### src/rtl/pipe_ctrl_pkg.sv
// Shared definitions for the issue controller: command layout, ALU function
// codes, legality limit and operand-use decode.
package pipe_ctrl_pkg;

  localparam int CMD_W = 24;

  // ALU function codes understood by the datapath; 12..15 are unassigned.
  typedef enum logic [3:0] {
    FN_ADD  = 4'd0,
    FN_SUB  = 4'd1,
    FN_AND  = 4'd2,
    FN_NEGA = 4'd3,
    FN_MOVB = 4'd4,
    FN_OR   = 4'd5,
    FN_XOR  = 4'd6,
    FN_SLT  = 4'd7,
    FN_SHLA = 4'd8,
    FN_NOTB = 4'd9,
    FN_LD   = 4'd10,
    FN_ST   = 4'd11
  } func_e;

  localparam logic [3:0] FUNC_LEGAL_MAX = 4'd11;

  // One queued command; field order fixes the 24-bit FIFO entry layout.
  typedef struct packed {
    logic [3:0] rs1;
    logic [3:0] rs2;
    logic [3:0] rd;
    logic [3:0] func;
    logic [7:0] addr;
  } cmd_t;

  function automatic logic func_legal(input logic [3:0] f);
    return (f <= FUNC_LEGAL_MAX);
  endfunction

  // rs1 is read by the two-operand ops and the rs1-only ops.
  function automatic logic uses_rs1(input logic [3:0] f);
    case (f)
      FN_ADD, FN_SUB, FN_AND, FN_OR, FN_XOR, FN_SLT,
      FN_NEGA, FN_SHLA, FN_LD, FN_ST: return 1'b1;
      default:                        return 1'b0;
    endcase
  endfunction

  // rs2 is read by the two-operand ops and the rs2-only ops.
  function automatic logic uses_rs2(input logic [3:0] f);
    case (f)
      FN_ADD, FN_SUB, FN_AND, FN_OR, FN_XOR, FN_SLT,
      FN_MOVB, FN_NOTB: return 1'b1;
      default:          return 1'b0;
    endcase
  endfunction

endpackage

### src/rtl/pipe_cmd_fifo.sv
// Command FIFO: DEPTH entries of one packed command, registered occupancy.
// ready_o depends only on the stored occupancy, so a full FIFO never accepts
// a command in the same cycle it pops one.
module pipe_cmd_fifo
  import pipe_ctrl_pkg::*;
#(
  parameter int DEPTH = 4
) (
  input  logic             clk,
  input  logic             rst,
  input  logic             push_i,
  input  logic [CMD_W-1:0] wdata_i,
  output logic             ready_o,
  input  logic             pop_i,
  output logic [CMD_W-1:0] rdata_o,
  output logic             valid_o
);

  localparam int          AW       = (DEPTH > 1) ? $clog2(DEPTH) : 1;
  localparam logic [AW:0] FULL_CNT = (AW+1)'(DEPTH);

  logic [CMD_W-1:0] mem_q [DEPTH];
  logic [AW-1:0]    wr_ptr_q, wr_ptr_d;
  logic [AW-1:0]    rd_ptr_q, rd_ptr_d;
  logic [AW:0]      count_q, count_d;
  logic             push_ok, pop_ok;

  assign ready_o = (count_q < FULL_CNT);
  assign valid_o = (count_q != '0);
  assign rdata_o = mem_q[rd_ptr_q];

  assign push_ok = push_i && ready_o;
  assign pop_ok  = pop_i && valid_o;

  // Next-state pointers and occupancy; pointers wrap naturally at DEPTH.
  always_comb begin
    wr_ptr_d = wr_ptr_q;
    rd_ptr_d = rd_ptr_q;
    count_d  = count_q;
    if (push_ok) wr_ptr_d = wr_ptr_q + AW'(1);
    if (pop_ok)  rd_ptr_d = rd_ptr_q + AW'(1);
    case ({push_ok, pop_ok})
      2'b10:   count_d = count_q + (AW+1)'(1);
      2'b01:   count_d = count_q - (AW+1)'(1);
      default: count_d = count_q;
    endcase
  end

  // Control state: pointers and occupancy, cleared by reset.
  always_ff @(posedge clk or posedge rst) begin
    if (rst) begin
      wr_ptr_q <= '0;
      rd_ptr_q <= '0;
      count_q  <= '0;
    end else begin
      wr_ptr_q <= wr_ptr_d;
      rd_ptr_q <= rd_ptr_d;
      count_q  <= count_d;
    end
  end

  // Entry storage; contents are qualified by occupancy so need no reset.
  always_ff @(posedge clk) begin
    if (push_ok) mem_q[wr_ptr_q] <= wdata_i;
  end

endmodule

### src/rtl/pipe_issue_ctrl.sv
// In-order issue controller: queues commands, drops illegal function codes,
// holds the head on a read-after-write hazard against a WB_LAT-deep
// in-flight scoreboard and issues at most one command per cycle.
module pipe_issue_ctrl
  import pipe_ctrl_pkg::*;
#(
  parameter int DEPTH  = 4,
  parameter int WB_LAT = 3
) (
  input  logic        clk,
  input  logic        rst,
  input  logic        in_valid,
  output logic        in_ready,
  input  logic [3:0]  in_rs1,
  input  logic [3:0]  in_rs2,
  input  logic [3:0]  in_rd,
  input  logic [3:0]  in_func,
  input  logic [7:0]  in_addr,
  output logic        iss_valid,
  output logic [3:0]  iss_rs1,
  output logic [3:0]  iss_rs2,
  output logic [3:0]  iss_rd,
  output logic [3:0]  iss_func,
  output logic [7:0]  iss_addr,
  output logic        stall,
  output logic [7:0]  drop_cnt,
  output logic [15:0] iss_cnt
);

  cmd_t             in_cmd;
  cmd_t             head;
  logic [CMD_W-1:0] head_raw;
  logic             head_vld;
  logic             fifo_ready;

  logic             sb_vld_q [WB_LAT];
  logic [3:0]       sb_rd_q  [WB_LAT];

  logic             head_legal, hazard;
  logic             do_issue, do_drop, do_pop, do_hold;

  cmd_t             iss_q, iss_d;
  logic             iss_valid_q, iss_valid_d;
  logic             stall_q, stall_d;
  logic [7:0]       drop_cnt_q, drop_cnt_d;
  logic [15:0]      iss_cnt_q, iss_cnt_d;

  assign in_cmd = {in_rs1, in_rs2, in_rd, in_func, in_addr};

  pipe_cmd_fifo #(
    .DEPTH (DEPTH)
  ) u_fifo (
    .clk     (clk),
    .rst     (rst),
    .push_i  (in_valid),
    .wdata_i (in_cmd),
    .ready_o (fifo_ready),
    .pop_i   (do_pop),
    .rdata_o (head_raw),
    .valid_o (head_vld)
  );

  assign in_ready = fifo_ready;
  assign head     = cmd_t'(head_raw);

  // RAW check of the head's used source registers against in-flight rds.
  always_comb begin
    hazard = 1'b0;
    for (int i = 0; i < WB_LAT; i++) begin
      if (sb_vld_q[i] &&
          ((uses_rs1(head.func) && (sb_rd_q[i] == head.rs1)) ||
           (uses_rs2(head.func) && (sb_rd_q[i] == head.rs2))))
        hazard = 1'b1;
    end
  end

  // Head disposition: issue, drop, or hold; an empty FIFO does nothing.
  always_comb begin
    head_legal = func_legal(head.func);
    do_issue   = head_vld && head_legal && !hazard;
    do_drop    = head_vld && !head_legal;
    do_hold    = head_vld && head_legal && hazard;
    do_pop     = do_issue || do_drop;
  end

  // Next-state for issue outputs and counters.
  always_comb begin
    iss_valid_d = do_issue;
    stall_d     = do_hold;
    iss_d       = do_issue ? head : iss_q;
    iss_cnt_d   = do_issue ? iss_cnt_q + 16'd1 : iss_cnt_q;
    drop_cnt_d  = drop_cnt_q;
    if (do_drop && (drop_cnt_q != 8'hFF)) drop_cnt_d = drop_cnt_q + 8'd1;
  end

  // Issue stage boundary: registered command, pulse, stall and counters.
  always_ff @(posedge clk or posedge rst) begin
    if (rst) begin
      iss_valid_q <= 1'b0;
      stall_q     <= 1'b0;
      iss_q       <= '0;
      drop_cnt_q  <= '0;
      iss_cnt_q   <= '0;
    end else begin
      iss_valid_q <= iss_valid_d;
      stall_q     <= stall_d;
      iss_q       <= iss_d;
      drop_cnt_q  <= drop_cnt_d;
      iss_cnt_q   <= iss_cnt_d;
    end
  end

  // Scoreboard valid bits shift every cycle; slot 0 marks a fresh issue.
  always_ff @(posedge clk or posedge rst) begin
    if (rst) begin
      for (int i = 0; i < WB_LAT; i++) sb_vld_q[i] <= 1'b0;
    end else begin
      sb_vld_q[0] <= do_issue;
      for (int i = 1; i < WB_LAT; i++) sb_vld_q[i] <= sb_vld_q[i-1];
    end
  end

  // Scoreboard rd tags travel alongside the valid bits; qualified by them.
  always_ff @(posedge clk) begin
    sb_rd_q[0] <= head.rd;
    for (int i = 1; i < WB_LAT; i++) sb_rd_q[i] <= sb_rd_q[i-1];
  end

  assign iss_valid = iss_valid_q;
  assign iss_rs1   = iss_q.rs1;
  assign iss_rs2   = iss_q.rs2;
  assign iss_rd    = iss_q.rd;
  assign iss_func  = iss_q.func;
  assign iss_addr  = iss_q.addr;
  assign stall     = stall_q;
  assign drop_cnt  = drop_cnt_q;
  assign iss_cnt   = iss_cnt_q;

endmodule
### config.mk
export PLATFORM = sky130hd
export DESIGN_NAME = pipe_issue_ctrl
export DESIGN_NICKNAME = d
export VERILOG_FILES = /design/src/rtl/pipe_ctrl_pkg.sv /design/src/rtl/pipe_cmd_fifo.sv /design/src/rtl/pipe_issue_ctrl.sv
export SDC_FILE = /design/constraint.sdc
export NUM_CORES = 1
export LEC_CHECK = 0
export CORE_UTILIZATION = 50
export CTS_CLUSTER_DIAMETER = 80
export DETAILED_ROUTE_END_ITERATION = 7
export PLACE_DENSITY = 0.82
export SYNTH_ARGS = -nofsm -noshare
export SYNTH_HDL_FRONTEND = slang
export SYNTH_SLANG_ARGS = --single-unit
### constraint.sdc
create_clock -name clk -period 5.4 [get_ports clk]
set_clock_uncertainty 0.1 [all_clocks]
set_input_delay 1.35 -clock clk [delete_from_list [all_inputs] [get_ports clk]]
set_output_delay 1.35 -clock clk [all_outputs]
set_load 0.01 [all_outputs]
==> results of run 1 <==
## where the power goes
| part | internal [mW] | switching [mW] | leakage, nW | total [mW] |
|---|---|---|---|---|
| sequential | 1.72 | 0.325 | 1.70 | 2.04 |
| combinational | 1.25 | 0.974 | 1.16 | 2.22 |
| clock | 0.620 | 0.454 | 0.258 | 1.07 |
| total | 3.58 | 1.75 | 3.12 | 5.34 |
## placed cells by master, fill, tap and decap left out, types with 3 or more instances in the layout
master | synthesis | layout
sky130_fd_sc_hd__edfxtp_1 | 96 | 96
sky130_fd_sc_hd__clkdlybuf4s50_1 | 0 | 77
sky130_fd_sc_hd__dfrtp_1 | 59 | 58
sky130_fd_sc_hd__xnor2_1 | 44 | 44
sky130_fd_sc_hd__mux4_2 | 24 | 24
sky130_fd_sc_hd__mux2i_1 | 18 | 18
sky130_fd_sc_hd__mux2_4 | 18 | 18
sky130_fd_sc_hd__clkbuf_16 | 0 | 17
sky130_fd_sc_hd__nand3_1 | 16 | 16
sky130_fd_sc_hd__dfxtp_1 | 12 | 12
sky130_fd_sc_hd__nand2_1 | 9 | 9
sky130_fd_sc_hd__nand3b_1 | 9 | 9
sky130_fd_sc_hd__nand4_1 | 9 | 9
sky130_fd_sc_hd__mux2_2 | 9 | 9
sky130_fd_sc_hd__and3_1 | 9 | 9
sky130_fd_sc_hd__inv_1 | 9 | 8
sky130_fd_sc_hd__buf_4 | 0 | 8
sky130_fd_sc_hd__ha_1 | 7 | 7
sky130_fd_sc_hd__nor2_1 | 6 | 6
sky130_fd_sc_hd__and2_1 | 6 | 6
sky130_fd_sc_hd__clkinv_2 | 0 | 6
sky130_fd_sc_hd__or3b_2 | 4 | 4
sky130_fd_sc_hd__o2111ai_1 | 4 | 4
sky130_fd_sc_hd__nor2b_1 | 3 | 3
sky130_fd_sc_hd__xor2_1 | 3 | 3
sky130_fd_sc_hd__clkinv_1 | 0 | 3
## sequential cells by signal (all words and copies together), names as in the netlist
signal / flops
iss_func: 4
iss_rs1: 4
u_fifo.count_q: 3
sb_vld_q: 3
u_fifo.rd_ptr_q: 2
iss_rs2: 4
drop_cnt: 8
iss_rd: 4
sb_rd_q: 12
u_fifo.wr_ptr_q: 2
u_fifo.mem_q: 96
iss_addr: 8
stall: 1
iss_cnt: 16
## layout make-up
type / count / area (um2) / area share
Timing Repair Buffer: 85 / 831 / 0.0992
Inverter: 9 / 33.8 / 0.00403
Tap cell: 176 / 220 / 0.0263
Sequential cell: 167 / 4600 / 0.549
Multi-Input combinational cell: 213 / 2170 / 0.259
Clock inverter: 12 / 87.6 / 0.0105
Clock buffer: 19 / 433 / 0.0517
## metal layers
metal	wire, um	share of wire	global-route usage
met5	0	0	0
met3	690	0.054	0.0412
met1	5360	0.42	0.249
met2	6400	0.50	0.322
met4	312	0.024	0.0938
## how the worst min path moves through the flow
stage                             end  slack, ns  depth (start not counted)
3_5_place_dp   sb_rd_q[0][10]$_DFF_P_       0.28                          0
3_3_place_gp   sb_rd_q[0][10]$_DFF_P_       0.28                          0
4_1_cts         sb_rd_q[0][8]$_DFF_P_       0.29                          0
2_1_floorplan  sb_rd_q[0][10]$_DFF_P_       0.27                          0
5_1_grt         sb_rd_q[0][8]$_DFF_P_       0.30                          0
6_report       sb_rd_q[0][10]$_DFF_P_       0.29                          0
## stage by stage
step	power, mW	util	worst slack [ns]	std cells
3_3_place_gp	4.19	0.588	1.54	650
3_5_place_dp	4.30	0.588	1.44	650
2_1_floorplan	3.64	-	1.92	402
5_1_grt	5.63	0.627	1.19	681
4_1_cts	5.38	0.627	1.43	681
6_report	5.34	0.627	1.47	681
## logic make-up after synthesis
group,synth area share
xor gates and xnor gates,0.0597
DFF,0.667
AOI/OAI and AO/OA,0.0107
muxes,0.158
buffers and inverters,0.0190
adders and majority gates,0.0156
and+or+nand+nor,0.0698
==> impl_table.tex, run 1 <==
\begin{tabular}{lr}
\hline
Metric & Value \\
\hline
\multicolumn{2}{l}{\textbf{Pwr}} \\
IR drop worst, VDD & 0.343 mV \\
P per Cell Area & 637 mW/mm2 \\
Static Leakage & 3.12 nW \\
\multicolumn{2}{l}{\textbf{Global routing}} \\
Pin count of the biggest net entering global routing & 32 \\
First-pass GRT wire length & 20,700 um \\
Grt total ovfl & 0 \\
Initial antenna violation count & 0 \\
Vias in the first global route & 3,979 \\
Total GRT Usage & 0.196 \\
\multicolumn{2}{l}{\textbf{Job}} \\
Number of max-cap violations & 0 \\
\multicolumn{2}{l}{\textbf{Synth}} \\
Number of distinct standard cells referenced by the synthesized netlist & 38 \\
Number of warning messages in the yosys log & 0 \\
Ys async rst share & 0.353 \\
Syn\_area\_per\_cell & 17.2 um2 \\
Most frequently used cell type in the post-synthesis netlist & sky130\_fd\_sc\_hd\_\_edfxtp\_1 \\
Synth Cell Area & 0.00690 mm2 \\
Fraction of synthesized cell area taken by the top area cell type & 0.418 \\
Leading post-synthesis cells by instance count & sky130\_fd\_sc\_hd\_\_edfxtp\_1, sky130\_fd\_sc\_hd\_\_dfrtp\_1, sky130\_fd\_sc\_hd\_\_xnor2\_1 \\
Biggest area consumer among synthesized cells & sky130\_fd\_sc\_hd\_\_edfxtp\_1 \\
Sequential cell area fraction in the yosys report & 0.667 \\
Largest cells by area after synthesis & sky130\_fd\_sc\_hd\_\_edfxtp\_1, sky130\_fd\_sc\_hd\_\_dfrtp\_1, sky130\_fd\_sc\_hd\_\_mux4\_2 \\
Top FF cell, synth & sky130\_fd\_sc\_hd\_\_edfxtp\_1 \\
Net count of the mapped netlist & 437 \\
Number of enable-type register cells in the synthesized netlist & 96 \\
Number of storage elements in the synthesis netlist & 167 \\
Cell count after synthesis & 402 \\
\multicolumn{2}{l}{\textbf{Clocking}} \\
Clk slew on worst S/H paths & 0.06 ns \\
Hold buffers post-CTS & 0 \\
Root Driver & sky130\_fd\_sc\_hd\_\_clkbuf\_16 \\
Number of gates given a new drive strength after cts & 0 \\
Total number of clock tree sinks & 167 \\
Clock latency on the worst-skew pair & 0.42 ns \\
Clock Path Buffers & 2 \\
Num CTS Buffers & 17 \\
CTS tree & done \\
Total setup buffers inserted after CTS & 0 \\
Number of levels the H-tree was split into & 4 \\
\multicolumn{2}{l}{\textbf{Critical path}} \\
Worst EP arrival & 4.13 ns \\
Crit path required time & 5.60 ns \\
Chain of cells forming the critical path & buf\_4 -> mux4\_2 -> o21bai\_1 -> a22o\_1 -> a31oi\_1 -> nor4\_4 -> buf\_4 -> nand2\_4 -> mux2\_2 \\
Reg2reg start & u\_fifo.rd\_ptr\_q[0]\$\_DFFE\_PP0P\_ \\
Delay contributed by the slowest stage of the critical path & 0.79 ns \\
Category of the critical setup timing path & register to register \\
Cell occurring most often along the worst timing path & sky130\_fd\_sc\_hd\_\_buf\_4 \\
Family with the most delay on the worst path & multiplexers \\
Endpoint of the most critical setup path & iss\_rs2[3]\$\_DFFE\_PP0N\_ \\
Buffers \& Inverters on Critical Path & 2 \\
Reg-to-reg slack, setup & 1.47 ns \\
Critical path endpoint category & register \\
Register-to-Register Path Depth & 9 \\
Depth of the critical timing path with buffers and inverters included & 9 \\
CP Launch Point & u\_fifo.rd\_ptr\_q[0]\$\_DFFE\_PP0P\_ \\
Maximum net fanout on the critical path & 27 \\
Slowest CP cell & sky130\_fd\_sc\_hd\_\_dfrtp\_2 \\
Endpoint of the lowest-slack register-to-register path & iss\_rs2[3]\$\_DFFE\_PP0N\_ \\
Launching element type of the critical path & register \\
\multicolumn{2}{l}{\textbf{Timing}} \\
Slew at the pin closest to its max-slew limit & 0.981 ns \\
Timing-limited maximum frequency & 254 MHz \\
Minimum clock period & 3.93 ns \\
Total Negative Setup Slacks & 0 ns \\
Final Hold Viols & 0 \\
Final count of negative-setup-slack endpoints & 0 \\
Worst Hold Margin & 0.293 ns \\
Post-route fraction of the period consumed by the critical path & 0.728 \\
Worst slew margin relative to its limit & 0.346 \\
Unrepaired setup endpoints after global routing & no \\
Pins over their slew limit & 0 \\
\multicolumn{2}{l}{\textbf{Floorplanning}} \\
Number of placed I/O pins & 78 \\
Die area & 0.0143 mm2 \\
Die boundary height & 119 um \\
Starting density of the core & 0.517 \\
Std-Cell Rows & 42 \\
X dimension of the die & 119 um \\
Core region area & 0.0133 mm2 \\
\multicolumn{2}{l}{\textbf{Placed design}} \\
Number of I/O port buffers & 77 \\
HPWL after detailed placement & 8320 um \\
Instance area at placement & 0.00785 mm2 \\
Weighted congestion reported at the end of routability-driven placement & 0.786 \\
\multicolumn{2}{l}{\textbf{Route}} \\
ANT nets after route & 0 \\
DRC Markers & 0 \\
Total via count after detailed routing & 3,731 \\
Post-detailed-routing wire length & 12,800 um \\
Drt initial violations & 226 \\
Via-per-instance ratio & 5.48 \\
Length of the first detailed-routing pass in iterations & 4 \\
Wire per inst & 18.7 um \\
\multicolumn{2}{l}{\textbf{Layout}} \\
Post-synthesis to final-layout area growth & 21.4\% \\
Diode count & 0 \\
Layout cells sized above 1 & 0.184 \\
Number of filler cells placed in the layout & 976 \\
Post-Layout Inst Area & 0.00837 mm2 \\
Layout Nets & 528 \\
\multicolumn{2}{l}{\textbf{Hold path}} \\
Type of the worst min-delay path & register to register \\
Hold path start & sb\_rd\_q[0][6]\$\_DFF\_P\_ \\
\multicolumn{2}{l}{\textbf{Run status}} \\
Outcome & finished clean \\
\hline
\end{tabular}
Power figures use the tool's default switching activity.
==> run 2: changes to the inputs <==
--- a/config.mk
+++ b/config.mk
@@ -8,7 +8,7 @@
 export CORE_UTILIZATION = 50
 export CTS_CLUSTER_DIAMETER = 80
 export DETAILED_ROUTE_END_ITERATION = 7
-export PLACE_DENSITY = 0.82
+export PLACE_DENSITY = 0.85
 export SYNTH_ARGS = -nofsm -noshare
 export SYNTH_HDL_FRONTEND = slang
 export SYNTH_SLANG_ARGS = --single-unit
==> constraint.sdc (replaced) <==
create_clock -name clk -period 3.15 [get_ports clk]
set_clock_uncertainty 0.1 [all_clocks]
set_input_delay 0.7875 -clock clk [delete_from_list [all_inputs] [get_ports clk]]
set_output_delay 0.7875 -clock clk [all_outputs]
set_load 0.01 [all_outputs]
==> impl_table.tex, run 2 (synthesized netlist as in run 1, its figures left out) <==
\begin{tabular}{lr}
\hline
Metric & Value \\
\hline
\multicolumn{2}{l}{\textbf{Hold path}} \\
Min-Delay Endpoint & sb\_rd\_q[0][8]\$\_DFF\_P\_ \\
Hold path start & sb\_rd\_q[0][4]\$\_DFF\_P\_ \\
Type of the worst min-delay path & register to register \\
WHS Path Cells & 0 (unchanged) \\
\multicolumn{2}{l}{\textbf{Placed design}} \\
HPWL after detailed placement & 8670 um (+4.2\%) \\
Number of I/O port buffers & 77 (unchanged) \\
Weighted congestion reported at the end of routability-driven placement & 0.824 (+4.8\%) \\
Instance area at placement & 0.00802 mm2 (+2.1\%) \\
\multicolumn{2}{l}{\textbf{Timing}} \\
Minimum clock period & 3.12 ns (-0.809 ns) \\
Slew at the pin closest to its max-slew limit & 0.644 ns (-0.337 ns) \\
Post-route fraction of the period consumed by the critical path & 0.991 (+0.263) \\
Unrepaired setup endpoints after global routing & yes \\
Final count of negative-setup-slack endpoints & 0 (unchanged) \\
Final Hold Viols & 0 (unchanged) \\
Worst slew margin relative to its limit & 0.568 (+0.221) \\
Pins over their slew limit & 0 (unchanged) \\
Timing-limited maximum frequency & 320 MHz (+26\%) \\
\multicolumn{2}{l}{\textbf{Layout}} \\
Layout Nets & 546 (+3.4\%) \\
Post-synthesis to final-layout area growth & 25.7\% \\
Diode count & 0 (unchanged) \\
Post-Layout Inst Area & 0.00867 mm2 (+3.6\%) \\
Max FFs per register & 96 (unchanged) \\
Layout cells sized above 1 & 0.240 (+0.0563) \\
Most flops, register & u\_fifo.mem\_q \\
Commonest non-fill, non-tap cells in the layout & sky130\_fd\_sc\_hd\_\_edfxtp\_1, sky130\_fd\_sc\_hd\_\_clkdlybuf4s50\_1, sky130\_fd\_sc\_hd\_\_dfrtp\_1 \\
Leading cell type in the layout, fill and taps excluded & sky130\_fd\_sc\_hd\_\_edfxtp\_1 \\
Core utilization of the finished layout & 0.650 (+0.0223) \\
\multicolumn{2}{l}{\textbf{Global routing}} \\
Vias in the first global route & 4,044 (+1.6\%) \\
Total GRT Usage & 0.204 (+0.00758) \\
First-pass GRT wire length & 21,300 um (+3.0\%) \\
Pin count of the biggest net entering global routing & 34 (+6.3\%) \\
Initial antenna violation count & 0 (unchanged) \\
Grt total ovfl & 0 (unchanged) \\
\multicolumn{2}{l}{\textbf{Critical path}} \\
Maximum net fanout on the critical path & 17 (-37\%) \\
Reg-to-reg slack, setup & 0.03 ns (-1.44 ns) \\
Category of the critical setup timing path & register to register \\
Critical path endpoint category & register \\
Launching element type of the critical path & register \\
Chain of cells forming the critical path & buf\_4 -> buf\_4 -> mux4\_2 -> o21bai\_1 -> a22o\_1 -> a31oi\_2 -> nor4\_4 -> buf\_4 -> nand2\_4 -> buf\_12 -> mux2\_2 \\
Endpoint of the lowest-slack register-to-register path & iss\_rs1[3]\$\_DFFE\_PP0N\_ \\
Register-to-Register Path Depth & 11 (+2) \\
Slowest CP cell & sky130\_fd\_sc\_hd\_\_mux4\_2 \\
Crit path required time & 3.36 ns (-2.24 ns) \\
Delay contributed by the slowest stage of the critical path & 0.55 ns (-0.24 ns) \\
Reg2reg start & u\_fifo.rd\_ptr\_q[0]\$\_DFFE\_PP0P\_ \\
Worst EP arrival & 3.33 ns (-0.80 ns) \\
Cell occurring most often along the worst timing path & sky130\_fd\_sc\_hd\_\_buf\_4 \\
\multicolumn{2}{l}{\textbf{Floorplanning}} \\
Core region area & 0.0133 mm2 (unchanged) \\
Die area & 0.0143 mm2 (unchanged) \\
Starting density of the core & 0.517 (unchanged) \\
X dimension of the die & 119 um (unchanged) \\
Number of placed I/O pins & 78 (unchanged) \\
Std-Cell Rows & 42 (unchanged) \\
Die boundary height & 119 um (unchanged) \\
\multicolumn{2}{l}{\textbf{Clocking}} \\
Clock Path Buffers & 2 (unchanged) \\
Root Driver & sky130\_fd\_sc\_hd\_\_clkbuf\_16 \\
Total number of clock tree sinks & 167 (unchanged) \\
Clock latency on the worst-skew pair & 0.43 ns (about the same) \\
Number of levels the H-tree was split into & 4 (unchanged) \\
Clk slew on worst S/H paths & 0.07 ns (about the same) \\
Num CTS Buffers & 17 (unchanged) \\
Hold buffers post-CTS & 0 (unchanged) \\
CTS tree & done \\
\multicolumn{2}{l}{\textbf{Route}} \\
Via-per-instance ratio & 5.40 (-1.4\%) \\
Total via count after detailed routing & 3,783 (+1.4\%) \\
Drt initial violations & 344 (+52\%) \\
ANT nets after route & 0 (unchanged) \\
Length of the first detailed-routing pass in iterations & 4 (unchanged) \\
Wire per inst & 18.6 um (-0.73\%) \\
Post-detailed-routing wire length & 13,000 um (+2.0\%) \\
DRC Markers & 0 (unchanged) \\
\multicolumn{2}{l}{\textbf{Job}} \\
Number of max-cap violations & 0 (unchanged) \\
\multicolumn{2}{l}{\textbf{Pwr}} \\
Static Leakage & 3.24 nW (+4.0\%) \\
IR drop worst, VDD & 0.758 mV (+120\%) \\
P per Cell Area & 1130 mW/mm2 (+77\%) \\
\multicolumn{2}{l}{\textbf{Run status}} \\
Outcome & finished clean \\
\hline
\end{tabular}
==> run 2: per-layer routing <==
layer / up-vias / routed length [um] / track usage / share of wire
li1: 1739 / - / - / -
met1: 1913 / 5400 / 0.251 / 0.41
met2: 120 / 6740 / 0.339 / 0.52
met3: 11 / 723 / 0.0532 / 0.056
met4: 0 / 154 / 0.0875 / 0.012
met5: - / 0 / 0 / 0
==> run 2: how the worst max path moves through the flow <==
stage	start	endpoint	slack (ns)	depth (start not counted)
after floorplan	u_fifo.rd_ptr_q[0]$_DFFE_PP0P_	u_fifo.count_q[2]$_DFFE_PP0P_	-0.13	14
after global placement	u_fifo.rd_ptr_q[0]$_DFFE_PP0P_	u_fifo.count_q[2]$_DFFE_PP0P_	-0.03	12
after detailed placement	u_fifo.rd_ptr_q[0]$_DFFE_PP0P_	u_fifo.count_q[2]$_DFFE_PP0P_	-0.11	12
after CTS	u_fifo.rd_ptr_q[0]$_DFFE_PP0P_	u_fifo.count_q[2]$_DFFE_PP0P_	-0.01	12
after global routing	u_fifo.rd_ptr_q[0]$_DFFE_PP0P_	iss_rs1[3]$_DFFE_PP0N_	-0.1	11
final	u_fifo.rd_ptr_q[0]$_DFFE_PP0P_	iss_rs1[3]$_DFFE_PP0N_	0.03	11
==> run 2: cell type report <==
class | count | area, um2
fill | 934 | 4680
sequential | 167 | 4600
multi-input combinational | 213 | 2220
timing repair buffer | 103 | 1030
clock buffer | 18 | 450
tap | 176 | 220
clock inverter | 14 | 121
inverter | 9 | 33.8
==> run 2: worst max-delay path: cells and delay by family, from the launching register on <==
family / cells / cell delay, ns
buffers and inverters: 4 / 0.66
AOI/OAI and AO/OA: 3 / 0.69
DFF: 1 / 0.42
and+or+nand+nor: 2 / 0.20
muxes: 2 / 0.90
==> run 2: timing repair <==
action / in CTS / in global routing
endpoints found under the setup margin: 26 / 27
buffers inserted: 6 / 1
gates resized for setup: 3 / 2
endpoints found under the hold margin: 0 / 0
pin swaps: 2 / 2
==> run 2: power by group <==
part,switching [mW],leakage [nW],internal [mW],total [mW]
Combinational,1.90,1.27,2.48,4.38
Sequential,0.461,1.70,2.94,3.41
Clock,0.897,0.273,1.08,1.98
Total,3.26,3.24,6.51,9.77
==> run 2: metrics by stage <==
stage | cells | power [mW] | setup TNS (ns) | worst slack, ns | hold slack, ns
floorplan | 402 | 6.32 | -0.169 | -0.133 | 0.271
global placement | 661 | 7.53 | -0.0320 | -0.0320 | 0.283
detailed placement | 661 | 7.71 | -1.19 | -0.113 | 0.289
CTS | 699 | 9.81 | -0.0123 | -0.0123 | 0.299
global route | 700 | 10.3 | -1.20 | -0.0955 | 0.304
finish | 700 | 9.77 | 0 | 0.0295 | 0.303
==> run 3: changes to the inputs <==
--- a/config.mk
+++ b/config.mk
@@ -8,7 +8,7 @@
 export CORE_UTILIZATION = 50
 export CTS_CLUSTER_DIAMETER = 80
 export DETAILED_ROUTE_END_ITERATION = 7
-export PLACE_DENSITY = 0.85
+export PLACE_DENSITY = 0.82
 export SYNTH_ARGS = -nofsm -noshare
 export SYNTH_HDL_FRONTEND = slang
 export SYNTH_SLANG_ARGS = --single-unit
==> constraint.sdc (replaced) <==
create_clock -name clk -period 3.9 [get_ports clk]
set_clock_uncertainty 0.1 [all_clocks]
set_input_delay 0.975 -clock clk [delete_from_list [all_inputs] [get_ports clk]]
set_output_delay 0.975 -clock clk [all_outputs]
set_load 0.01 [all_outputs]
==> impl_table.tex, run 3 (synthesized netlist as in run 1, its figures left out) <==
\begin{tabular}{lr}
\hline
Metric & Value \\
\hline
\multicolumn{2}{l}{\textbf{Route}} \\
Wire per inst & 18.8 um (+0.91\%) \\
Met2 wirelength from detailed routing & 6480 um (-3.9\%) \\
Via-per-instance ratio & 5.47 (+1.3\%) \\
Post-detailed-routing wire length & 12,800 um (-1.7\%) \\
ANT nets after route & 0 (unchanged) \\
Top routing layer in use & met4 \\
DRC Markers & 0 (unchanged) \\
Length of the first detailed-routing pass in iterations & 4 (unchanged) \\
Wire length the detailed router placed on met1 & 5460 um (+1.1\%) \\
Routed length on met3 & 572 um (-21\%) \\
Total via count after detailed routing & 3,732 (-1.3\%) \\
Drt initial violations & 209 (-39\%) \\
\multicolumn{2}{l}{\textbf{Critical path}} \\
Launching element type of the critical path & register \\
Crit path required time & 4.15 ns (+0.79 ns) \\
Worst EP arrival & 3.69 ns (+0.36 ns) \\
Category of the critical setup timing path & register to register \\
Critical path endpoint category & register \\
Maximum net fanout on the critical path & 32 (+15) \\
Register-to-Register Path Depth & 12 (+1) \\
\multicolumn{2}{l}{\textbf{Layout}} \\
Post-synthesis to final-layout area growth & 22.6\% \\
Core utilization of the finished layout & 0.634 (-0.0158) \\
Final cell count without fillers & 682 (-2.6\%) \\
Leading cell type in the layout, fill and taps excluded & sky130\_fd\_sc\_hd\_\_edfxtp\_1 \\
Commonest non-fill, non-tap cells in the layout & sky130\_fd\_sc\_hd\_\_edfxtp\_1, sky130\_fd\_sc\_hd\_\_clkdlybuf4s50\_1, sky130\_fd\_sc\_hd\_\_dfrtp\_1 \\
Layout Nets & 529 (-3.1\%) \\
Max FFs per register & 96 (unchanged) \\
Layout cells sized above 1 & 0.192 (-0.0488) \\
Most flops, register & u\_fifo.mem\_q \\
Number of filler cells placed in the layout & 988 (+5.8\%) \\
Diode count & 0 (unchanged) \\
\multicolumn{2}{l}{\textbf{Timing}} \\
Post-route fraction of the period consumed by the critical path & 0.883 (-0.107) \\
Final Hold Viols & 0 (unchanged) \\
Pins over their slew limit & 0 (unchanged) \\
Final count of negative-setup-slack endpoints & 0 (unchanged) \\
Total Negative Setup Slacks & 0 ns (unchanged) \\
Unrepaired setup endpoints after global routing & no \\
Timing-limited maximum frequency & 290 MHz (-9.4\%) \\
Minimum clock period & 3.44 ns (+0.324 ns) \\
Final setup margin & 0.456 ns (+0.426 ns) \\
Slew at the pin closest to its max-slew limit & 0.710 ns (+0.0664 ns) \\
Worst slew margin relative to its limit & 0.523 (-0.0446) \\
\multicolumn{2}{l}{\textbf{Global routing}} \\
First-pass GRT wire length & 21,500 um (+0.81\%) \\
Pin count of the biggest net entering global routing & 42 (+24\%) \\
Total GRT Usage & 0.202 (-0.00151) \\
Initial antenna violation count & 0 (unchanged) \\
Grt total ovfl & 0 (unchanged) \\
Vias in the first global route & 4,012 (-0.79\%) \\
\multicolumn{2}{l}{\textbf{Placed design}} \\
\# placed instances & 651 (-1.5\%) \\
Number of I/O port buffers & 77 (unchanged) \\
Pre-CTS worst setup slack & 0.464 ns (+0.577 ns) \\
HPWL after detailed placement & 8510 um (-1.8\%) \\
Weighted congestion reported at the end of routability-driven placement & 0.869 (+5.5\%) \\
\multicolumn{2}{l}{\textbf{Clocking}} \\
Total setup buffers inserted after CTS & 0 (-6) \\
Clock latency on the worst-skew pair & 0.42 ns (about the same) \\
Number of gates given a new drive strength after cts & 0 (-3) \\
CTS tree & done \\
Total number of clock tree sinks & 167 (unchanged) \\
Hold buffers post-CTS & 0 (unchanged) \\
Number of levels the H-tree was split into & 4 (unchanged) \\
Clock Path Buffers & 2 (unchanged) \\
Root Driver & sky130\_fd\_sc\_hd\_\_clkbuf\_16 \\
Num CTS Buffers & 17 (unchanged) \\
Clk slew on worst S/H paths & 0.06 ns (about the same) \\
\multicolumn{2}{l}{\textbf{Job}} \\
Number of max-cap violations & 0 (unchanged) \\
\multicolumn{2}{l}{\textbf{Pwr}} \\
IR drop worst, VDD & 0.418 mV (-45\%) \\
Static Leakage & 3.14 nW (-3.2\%) \\
P per Cell Area & 885 mW/mm2 (-21\%) \\
Sum of internal, switching and leakage power & 7.48 mW (-23\%) \\
\multicolumn{2}{l}{\textbf{Floorplanning}} \\
Std-Cell Rows & 42 (unchanged) \\
Die boundary height & 119 um (unchanged) \\
Die area & 0.0143 mm2 (unchanged) \\
X dimension of the die & 119 um (unchanged) \\
Core region area & 0.0133 mm2 (unchanged) \\
Number of placed I/O pins & 78 (unchanged) \\
Starting density of the core & 0.517 (unchanged) \\
\multicolumn{2}{l}{\textbf{Hold path}} \\
Type of the worst min-delay path & register to register \\
WHS Path Cells & 0 (unchanged) \\
\multicolumn{2}{l}{\textbf{Run status}} \\
Outcome & finished clean \\
\hline
\end{tabular}
[run 3: power breakdown]
| part | internal [mW] | switching, mW | total (mW) |
|---|---|---|---|
| Clock | 0.868 | 0.656 | 1.52 |
| Combinational | 1.76 | 1.45 | 3.22 |
| Sequential | 2.38 | 0.365 | 2.74 |
| Total | 5.01 | 2.47 | 7.48 |
[run 3: final timing paths]
kind                                                startpoint                             end  slack [ns]
worst max-delay path            u_fifo.rd_ptr_q[0]$_DFFE_PP0P_   u_fifo.count_q[2]$_DFFE_PP0P_        0.46
worst min-delay path                     sb_rd_q[0][4]$_DFF_P_           sb_rd_q[0][8]$_DFF_P_        0.31
worst max register to register  u_fifo.rd_ptr_q[0]$_DFFE_PP0P_   u_fifo.count_q[2]$_DFFE_PP0P_        0.46
worst min register to register           sb_rd_q[0][4]$_DFF_P_           sb_rd_q[0][8]$_DFF_P_        0.31
max in group asynchronous                                  rst  u_fifo.rd_ptr_q[0]$_DFFE_PP0P_        2.07
min in group asynchronous                                  rst         drop_cnt[6]$_DFFE_PP0P_        0.90
[run 3: worst max-delay path, cell delays in order, from the launching register on]
cell,delay (ns)
sky130_fd_sc_hd__dfrtp_2,0.41
sky130_fd_sc_hd__buf_12,0.26
sky130_fd_sc_hd__mux4_2,0.62
sky130_fd_sc_hd__xnor2_1,0.16
sky130_fd_sc_hd__o2111ai_1,0.10
sky130_fd_sc_hd__a31oi_1,0.20
sky130_fd_sc_hd__nor4_4,0.44
sky130_fd_sc_hd__ha_1,0.25
sky130_fd_sc_hd__inv_1,0.06
sky130_fd_sc_hd__fa_1,0.37
sky130_fd_sc_hd__xor2_1,0.15
sky130_fd_sc_hd__nor2_1,0.11
sky130_fd_sc_hd__xnor2_1,0.12
[run 3: final cells by class]
class | instances | area, um2 | share of cell area
clock buffer | 18 | 429 | 0.0507
clock inverter | 13 | 108 | 0.0127
inverter | 9 | 33.8 | 0.00399
multi-input combinational | 213 | 2170 | 0.256
sequential | 167 | 4600 | 0.544
tap | 176 | 220 | 0.0260
timing repair buffer | 86 | 901 | 0.106
[run 3: stage by stage]
stage / instance area, um2 / hold slack, ns
after floorplan: 6900 / 0.271
after global placement: 7920 / 0.289
after detailed placement: 7920 / 0.297
after CTS: 8460 / 0.306
after global routing: 8460 / 0.317
final: 8460 / 0.306
[run 3: per-layer routing]
| metal | vias up | global-route usage |
|---|---|---|
| met5 | - | 0 |
| met4 | 0 | 0.0898 |
| met3 | 21 | 0.0527 |
| met2 | 105 | 0.328 |
| met1 | 1899 | 0.255 |
| li1 | 1707 | - |
